**src/rtl/seq_divider_pkg.sv**
```systemverilog
// Shared definitions for the sequential restoring divider: operand widths, step count,
// FSM state encoding and the dividend bit-order helper.
package seq_divider_pkg;

    localparam int unsigned DIVIDEND_W = 8;
    localparam int unsigned DIVISOR_W  = 4;
    localparam int unsigned REM_W      = DIVISOR_W + 1;
    localparam int unsigned STEPS      = 8;
    localparam int unsigned STEP_CNT_W = $clog2(STEPS);

    typedef enum logic [1:0] {
        IDLE = 2'd0,
        RUN  = 2'd1,
        DONE = 2'd2
    } state_e;

    // The x register delivers the dividend LSB-first on the bus; restore natural order.
    function automatic logic [DIVIDEND_W-1:0] bit_reverse(input logic [DIVIDEND_W-1:0] x);
        logic [DIVIDEND_W-1:0] r;
        for (int i = 0; i < DIVIDEND_W; i++) begin
            r[i] = x[DIVIDEND_W-1-i];
        end
        return r;
    endfunction

endpackage

```
**src/rtl/seq_divider_div_step.sv**
```systemverilog
// One combinational restoring-division step: trial-subtract the divisor from the
// already-shifted partial remainder and emit the resulting quotient bit.
module div_step
    import seq_divider_pkg::*;
(
    input  logic [REM_W-1:0]     partial_rem,
    input  logic [DIVISOR_W-1:0] divisor,
    output logic [REM_W-1:0]     rem_next,
    output logic                 q_bit
);

    logic [REM_W-1:0] divisor_ext;

    always_comb begin
        divisor_ext = REM_W'(divisor);
        q_bit       = (partial_rem >= divisor_ext);
        rem_next    = q_bit ? (partial_rem - divisor_ext) : partial_rem;
    end

endmodule

```
**src/rtl/seq_divider.sv**
```systemverilog
// Sequential 8-bit / 4-bit unsigned restoring divider, one quotient bit per cycle,
// with an immediate divide-by-zero path.
module seq_divider
    import seq_divider_pkg::*;
(
    input  logic                  clk,
    input  logic                  rst,
    input  logic                  start,
    input  logic [DIVIDEND_W-1:0] dividend_in,
    input  logic [DIVISOR_W-1:0]  divisor_in,
    output logic [DIVIDEND_W-1:0] quotient,
    output logic [DIVISOR_W-1:0]  remainder,
    output logic                  busy,
    output logic                  done,
    output logic                  dz_err
);

    state_e                  state;
    logic [DIVIDEND_W-1:0]   dvd_q;
    logic [DIVISOR_W-1:0]    dsr_q;
    logic [REM_W-1:0]        rem_q;
    logic [STEP_CNT_W-1:0]   step_q;
    logic [REM_W-1:0]        partial_rem;
    logic [REM_W-1:0]        rem_next;
    logic                    q_bit;

    // Shift the partial remainder left, bringing in the next dividend bit (MSB first).
    assign partial_rem = REM_W'({rem_q, dvd_q[DIVIDEND_W-1]});

    div_step u_div_step (
        .partial_rem (partial_rem),
        .divisor     (dsr_q),
        .rem_next    (rem_next),
        .q_bit       (q_bit)
    );

    always_ff @(posedge clk) begin
        if (!rst) begin
            state     <= IDLE;
            dvd_q     <= '0;
            dsr_q     <= '0;
            rem_q     <= '0;
            step_q    <= '0;
            quotient  <= '0;
            remainder <= '0;
            busy      <= 1'b0;
            done      <= 1'b0;
            dz_err    <= 1'b0;
        end else begin
            case (state)
                IDLE: begin
                    if (start) begin
                        if (divisor_in != '0) begin
                            dvd_q     <= bit_reverse(dividend_in);
                            dsr_q     <= divisor_in;
                            rem_q     <= '0;
                            step_q    <= '0;
                            quotient  <= '0;
                            remainder <= '0;
                            dz_err    <= 1'b0;
                            busy      <= 1'b1;
                            state     <= RUN;
                        end else begin
                            quotient  <= '1;
                            remainder <= '0;
                            dz_err    <= 1'b1;
                            done      <= 1'b1;
                            state     <= DONE;
                        end
                    end
                end
                RUN: begin
                    dvd_q    <= dvd_q << 1;
                    rem_q    <= rem_next;
                    quotient <= {quotient[DIVIDEND_W-2:0], q_bit};
                    step_q   <= step_q + 1'b1;
                    if (step_q == STEP_CNT_W'(STEPS - 1)) begin
                        remainder <= rem_next[DIVISOR_W-1:0];
                        busy      <= 1'b0;
                        done      <= 1'b1;
                        state     <= DONE;
                    end
                end
                DONE: begin
                    done  <= 1'b0;
                    state <= IDLE;
                end
                default: begin
                    busy  <= 1'b0;
                    done  <= 1'b0;
                    state <= IDLE;
                end
            endcase
        end
    end

endmodule

```
**config.mk**
```make
export PLATFORM = sky130hd
export DESIGN_NAME = seq_divider
export DESIGN_NICKNAME = d
export VERILOG_FILES = /design/src/rtl/seq_divider_pkg.sv /design/src/rtl/seq_divider_div_step.sv /design/src/rtl/seq_divider.sv
export SDC_FILE = /design/constraint.sdc
export NUM_CORES = 1
export LEC_CHECK = 0
export BUFFER_PORTS_ARGS = -buffer_cell sky130_fd_sc_hd__buf_2
export CAP_MARGIN = 20
export CORE_MARGIN = 10
export CORE_UTILIZATION = 35
export DETAILED_ROUTE_END_ITERATION = 6
export HOLD_SLACK_MARGIN = 0.08
export PLACE_DENSITY = 0.59
export SLEW_MARGIN = 20
export SYNTH_ARGS = -nofsm -noshare
export SYNTH_HDL_FRONTEND = slang
export SYNTH_SLANG_ARGS = --single-unit
```
**constraint.sdc**
```tcl
create_clock -name clk -period 4.8 [get_ports clk]
set_clock_uncertainty 0.05 [all_clocks]
set_input_delay 0 -clock clk [delete_from_list [all_inputs] [get_ports clk]]
set_output_delay 0 -clock clk [all_outputs]
set_load 0.1 [all_outputs]
```
==> results of run 1 <==
-- through the flow --
step           std cells  power [µW]  setup WS, ps  utilization (%)  hold slack (ps)
6_report             297         696          2740             44.0              218
5_1_grt              297         741          2610             44.0              237
3_3_place_gp         277         498          2740             39.6              215
2_1_floorplan        190         468          2980                -             89.5
3_5_place_dp         277         500          2750             39.6              221
4_1_cts              297         706          2730             44.0              214
-- worst max-delay path, stage by stage (launching register included) --
cell and delay, ps:
dfxtp_1 330, inv_1 60, ha_1 290, nand2b_1 200
a2111oi_4 100, nor3_2 420, mux2_2 410, o32ai_2 110
-- worst max path at each step --
stage	from	end	slack (ps)	cells past startpoint
floorplan	dvd_q[7]	remainder[0]	2980	7
global placement	dvd_q[7]	rem_q[0]	2740	7
detailed placement	dvd_q[7]	rem_q[0]	2750	7
CTS	dvd_q[7]	rem_q[0]	2730	7
global route	dvd_q[7]	remainder[0]	2610	7
finish	dvd_q[7]	rem_q[0]	2740	7
-- layer usage --
layer	vias up	global-route usage, %	share of wire, %
met5	-	0	0
met4	0	3.47	0.66
met3	2	4.06	5.4
met2	25	17.1	48
met1	692	13.6	46
li1	760	-	-
-- state kept, by name, indices dropped and copies added, names as in the netlist --
name,count
dsr_q,4
step_q,3
quotient,8
remainder,4
done,1
rem_q,4
state,2
dvd_q,8
dz_err,1
busy,1
-- layout make-up --
type / instances / area, µm² / area share (%)
Multi-Input combinational cell: 137 / 886 / 42.7
Sequential cell: 36 / 721 / 34.7
Timing Repair Buffer: 43 / 283 / 13.6
Tap cell: 67 / 83.8 / 4.04
Clock buffer: 6 / 72.6 / 3.49
Inverter: 7 / 26.3 / 1.27
Clock inverter: 1 / 5.00 / 0.241
-- layout by cell type (no fill, tap or decap), drive strengths merged, types with 2 or more instances in the layout --
| cell type | instances |
|---|---|
| a211oi | 2 |
| a21o | 2 |
| a21oi | 21 |
| a22oi | 9 |
| a311oi | 8 |
| buf | 30 |
| clkbuf | 6 |
| clkinv | 2 |
| dfxtp | 36 |
| dlygate4sd3 | 13 |
| ha | 6 |
| inv | 6 |
| mux2 | 2 |
| mux2i | 2 |
| nand2 | 23 |
| nand2b | 5 |
| nand3 | 7 |
| nor2 | 20 |
| nor3 | 3 |
| o21ai | 9 |
| or2 | 2 |
-- power breakdown --
part	leakage, µW	switching [µW]	internal [µW]
clock	0.0000410	97.7	98.6
combinational	0.000507	106	62.8
sequential	0.000294	13.5	318
-- cells by family after synthesis --
group	Yosys count	share of synthesized area, %
adders and majority gates	7	5.60
AOI/OAI and AO/OA	60	25.4
xor gates and xnor gates	1	0.516
DFF	36	42.4
muxes	4	2.50
buffers and inverters	17	5.45
and+or+nand+nor	65	18.1
==> metrics, run 1 <==
Synth area leaders dfxtp_1, a21oi_1, nand2_1; dpl hpwl 2970 µm; Cells after Synth 190; Post-synth top flop dfxtp_1; ys async rst share 0%; fin crit period 2060 ps; via density per instance 4.98; Syn-to-layout area delta 22.2%; Slew Viols, Final 0; reg2reg setup slack 2740 ps; clk sinks 36; Synth Area per Inst 8.94 µm²; hold path start start; Mapped Nets 212; via count 1479; Crit Path Max Fanout 5; slew margin rel. 48.1%; CP Data Arrival Time 2190 ps; count leader, synth dfxtp_1; post-synthesis sequential area ratio 42.4%; CTS tree built; top cells by count, synth dfxtp_1, nand2_1, a21oi_1; largest net degree at the start of global routing 27; post-synth cell types 43; worst hold path cell count 4; count of nets after finishing 252; Initial Util 36.0%; # fillers 490; TritonCTS buffer count 5; IO Count 30; Leak 0.000843 µW; post-CTS setup buffers 0; initial drt markers 99; register bit total from synthesis 36; GRT Resource Usage Total 11.0%; critical path launch point type register; initial antenna violation count 0; endpoints failing hold 0; post-synth top area share 42.4%; Final TNS setup 0 ps; fmax 486 MHz; clk slew on worst S/H paths 70 ps; Die Span X 89.7 µm; GPL Wtd Cong 0.759; clk buf depth 2; dpl cell area 0.00187 mm²; post-synth top area cell dfxtp_1; clock latency on the worst-skew pair 280 ps; # hold bufs at CTS 13; worst r2r dst rem_q[0]; max-cap violations 0; Post-Syn Area 0.00170 mm²; I/O Buffers 29; Pwr per Cell Area 335 mW/mm²; Worst setup EP type register; Die ar. 0.00804 mm²; share of layout cells above drive strength 1 20.4%; Gates resized, CTS repair 0; Critical Path RT 4930 ps; drt first pass iters 4; CTS Root Cell clkbuf_8; Post-Route WL 4100 µm; worst slew pin tran 773 ps; H-tree Lvls 2; RSZ-0062 raised after global routing false; drt drc 0; YS warnings 0; FP Rows 25; worst hold path endpoint rem_q[3]; Post-synth EDFFs 0; core box area 0.00472 mm²; Hold/Removal Path Class input port to register; gr ovfl total 0; CP Class register to register; Peak VDD IR 0.188 mV; r2r startpoint dvd_q[7]; post-detailed-route count of antenna-violating nets 0; vias in the first global route 1411; final setup vio count 0; status complete, no violations; final instance area 0.00208 mm²; reg2reg path depth 7; chip height 89.7 µm; final period utilization 42.9%; Inserted Diodes 0; first-pass GRT wire length 6960 µm; Wirelength per Cell 13.8 µm
(Power assumes the default switching activity.)
==> inputs of run 2 (changes only) <==
--- a/config.mk
+++ b/config.mk
@@ -11,7 +11,7 @@
 export CORE_UTILIZATION = 35
 export DETAILED_ROUTE_END_ITERATION = 6
 export HOLD_SLACK_MARGIN = 0.08
-export PLACE_DENSITY = 0.59
+export PLACE_DENSITY = 0.61
 export SLEW_MARGIN = 20
 export SYNTH_ARGS = -nofsm -noshare
 export SYNTH_HDL_FRONTEND = slang
==> constraint.sdc (replaced) <==
create_clock -name clk -period 1.81 [get_ports clk]
set_clock_uncertainty 0.05 [all_clocks]
set_input_delay 0 -clock clk [delete_from_list [all_inputs] [get_ports clk]]
set_output_delay 0 -clock clk [all_outputs]
set_load 0.1 [all_outputs]
==> run 2 against run 1 <==
  * The flow now finishes with violations (setup timing)
  * Power increased to 3.1 times the previous value
  * Sequential power increased to 2.7 times the previous value
  * Global-route usage increased by 0.61 points
  * Clock power increased to 3.6 times the previous value
  * Die area unchanged
==> metrics, run 2 (synthesized netlist as in run 1, its figures left out) <==
largest net degree at the start of global routing 21 (-22%); leading cell type in the layout, fill and taps excluded dfxtp_1; CP bufs+invs 1 (unchanged); Hold/Removal Path Class input port to register; worst hold path cell count 5 (+1); Inserted Diodes 0 (unchanged); final setup vio count 2 (+2); Pwr per Cell Area 918 mW/mm² (+170%); Wirelength per Cell 14.1 µm (+2.4%); biggest regs dvd_q: 8 flops, quotient: 8 flops; Slowest-stage cell, CP a2111oi_4; most frequent cells in the layout dfxtp_1, buf_2, nand2_1; Register Area 724 µm² (+0.52%); r2r startpoint dsr_q[3]; GRT Resource Usage Total 11.6% (+0.61 points); GPL Wtd Cong 0.785 (+3.4%); worst slew pin tran 491 ps (-283 ps); Die Span X 89.7 µm (unchanged); Leak 0.000959 µW (+14%); worst hold path endpoint quotient[0]; max-cap violations 0 (unchanged); CTS Root Cell clkbuf_8; CP Data Arrival Time 2000 ps (-190 ps); # fillers 456 (-6.9%); clock latency on the worst-skew pair 290 ps (about the same); TritonCTS buffer count 5 (unchanged); Tot Pwr 2140 µW (+210%); final period utilization 101% (+58 points); drt drc 0 (unchanged); clk sinks 36 (unchanged); count of nets after finishing 267 (+6.0%); Critical Path RT 1990 ps (-2940 ps); dpl hpwl 3080 µm (+3.9%); core box area 0.00472 mm² (unchanged); I/O Buffers 29 (unchanged); fin crit period 1820 ps (-234 ps); Initial Util 36.0% (unchanged); Syn-to-layout area delta 37.0%; reg2reg setup slack -10 ps (-2760 ps); gr ovfl total 0 (unchanged); final setup margin -13.1 ps (-2760 ps); Worst setup EP type register; fmax 549 MHz (+13%); via count 1541 (+4.2%); pre-CTS setup slack -71.8 ps (-2830 ps); RSZ-0062 raised after global routing true; placed instance count 287 (+3.6%); Crit Path Max Fanout 5 (unchanged); first-pass GRT wire length 7200 µm (+3.6%); crit-path cells inv_2 -> ha_4 -> or2_4 -> a2111oi_4 -> nor3_4 -> mux2_4 -> o21ai_2; post-detailed-route count of antenna-violating nets 0 (unchanged); FP Rows 25 (unchanged); slew margin rel. 67.5% (+19 points); Slew Viols, Final 0 (unchanged); chip height 89.7 µm (unchanged); worst r2r dst remainder[0]; CP max stage delay 380 ps (-40 ps); critical path launch point type register; Peak VDD IR 0.512 mV (+170%); clk slew on worst S/H paths 70 ps (about the same); initial antenna violation count 0 (unchanged); hold path start start; vias in the first global route 1547 (+9.6%); Non-Filler Instances 313 (+5.4%); Post-Route WL 4430 µm (+7.9%); Largest delay share family, worst path compound AO/OA/AOI/OAI gates; clk buf depth 2 (unchanged); CTS tree built; initial drt markers 157 (+59%); Die ar. 0.00804 mm² (unchanged); via density per instance 4.92 (-1.1%); share of layout cells above drive strength 1 32.9% (+12 points); status complete, but fails checks; IO Count 30 (unchanged); endpoints failing hold 0 (unchanged); CP Class register to register; failing checks setup timing; drt first pass iters 4 (unchanged); area taken by multi-input logic gates 991 µm² (+12%); reg2reg path depth 7 (unchanged); Hold Worst Slack 193 ps (-24.2 ps); H-tree Lvls 2 (unchanged)
[run 2: area by class of cell]
class / count / share of cell area (%)
clock buffer: 6 / 3.12
sequential: 36 / 31.1
tap: 67 / 3.60
clock inverter: 2 / 1.50
timing repair buffer: 58 / 17.0
inverter: 7 / 1.13
multi-input combinational: 137 / 42.6
[run 2: worst register-to-register path, cell delays in order (launching register included)]
cell and delay (ps):
dfxtp_2 330, inv_2 50, ha_4 150, or2_4 250, a2111oi_4 380, nor3_4 110, mux2_4 330, o21ai_2 110
[run 2: what timing repair did]
item | 4_1_cts | 5_1_grt
hold buffers | 13 | 0
pin swaps | 8 | 6
setup endpoints to repair | 7 | 14
setup buffers | 1 | 4
hold endpoints to repair | 22 | 0
gates resized for setup | 11 | 14
[run 2: worst max-delay path by stage]
stage	startpoint	to	slack (ps)	depth (start not counted)
4_1_cts	dsr_q[3]	remainder[1]	-30	7
3_5_place_dp	dvd_q[7]	remainder[1]	-70	7
3_3_place_gp	dvd_q[7]	remainder[0]	-10	7
5_1_grt	dsr_q[3]	rem_q[1]	-80	7
6_report	dsr_q[3]	remainder[0]	-10	7
2_1_floorplan	dvd_q[7]	remainder[0]	30	7
[run 2: layer usage]
| metal | GRT usage, % | part of all wire (%) |
|---|---|---|
| met3 | 3.07 | 3.8 |
| met5 | 0 | 0 |
| met1 | 14.1 | 47 |
| met4 | 5.64 | 3.0 |
| met2 | 18.4 | 46 |
[run 2: report_power, final]
group	internal (µW)	leakage, µW	switching, µW	total (µW)
combinational	241	0.000609	317	558
sequential	844	0.000295	39.0	883
clock	409	0.0000552	289	697
[run 2: through the flow]
step	cell area (µm²)	setup TNS (ps)	utilization, %
floorplan	1710	0	-
global placement	1950	-18.9	41.3
detailed placement	1950	-292	41.3
CTS	2230	-112	47.2
global route	2330	-412	49.3
finish	2330	-14.9	49.3
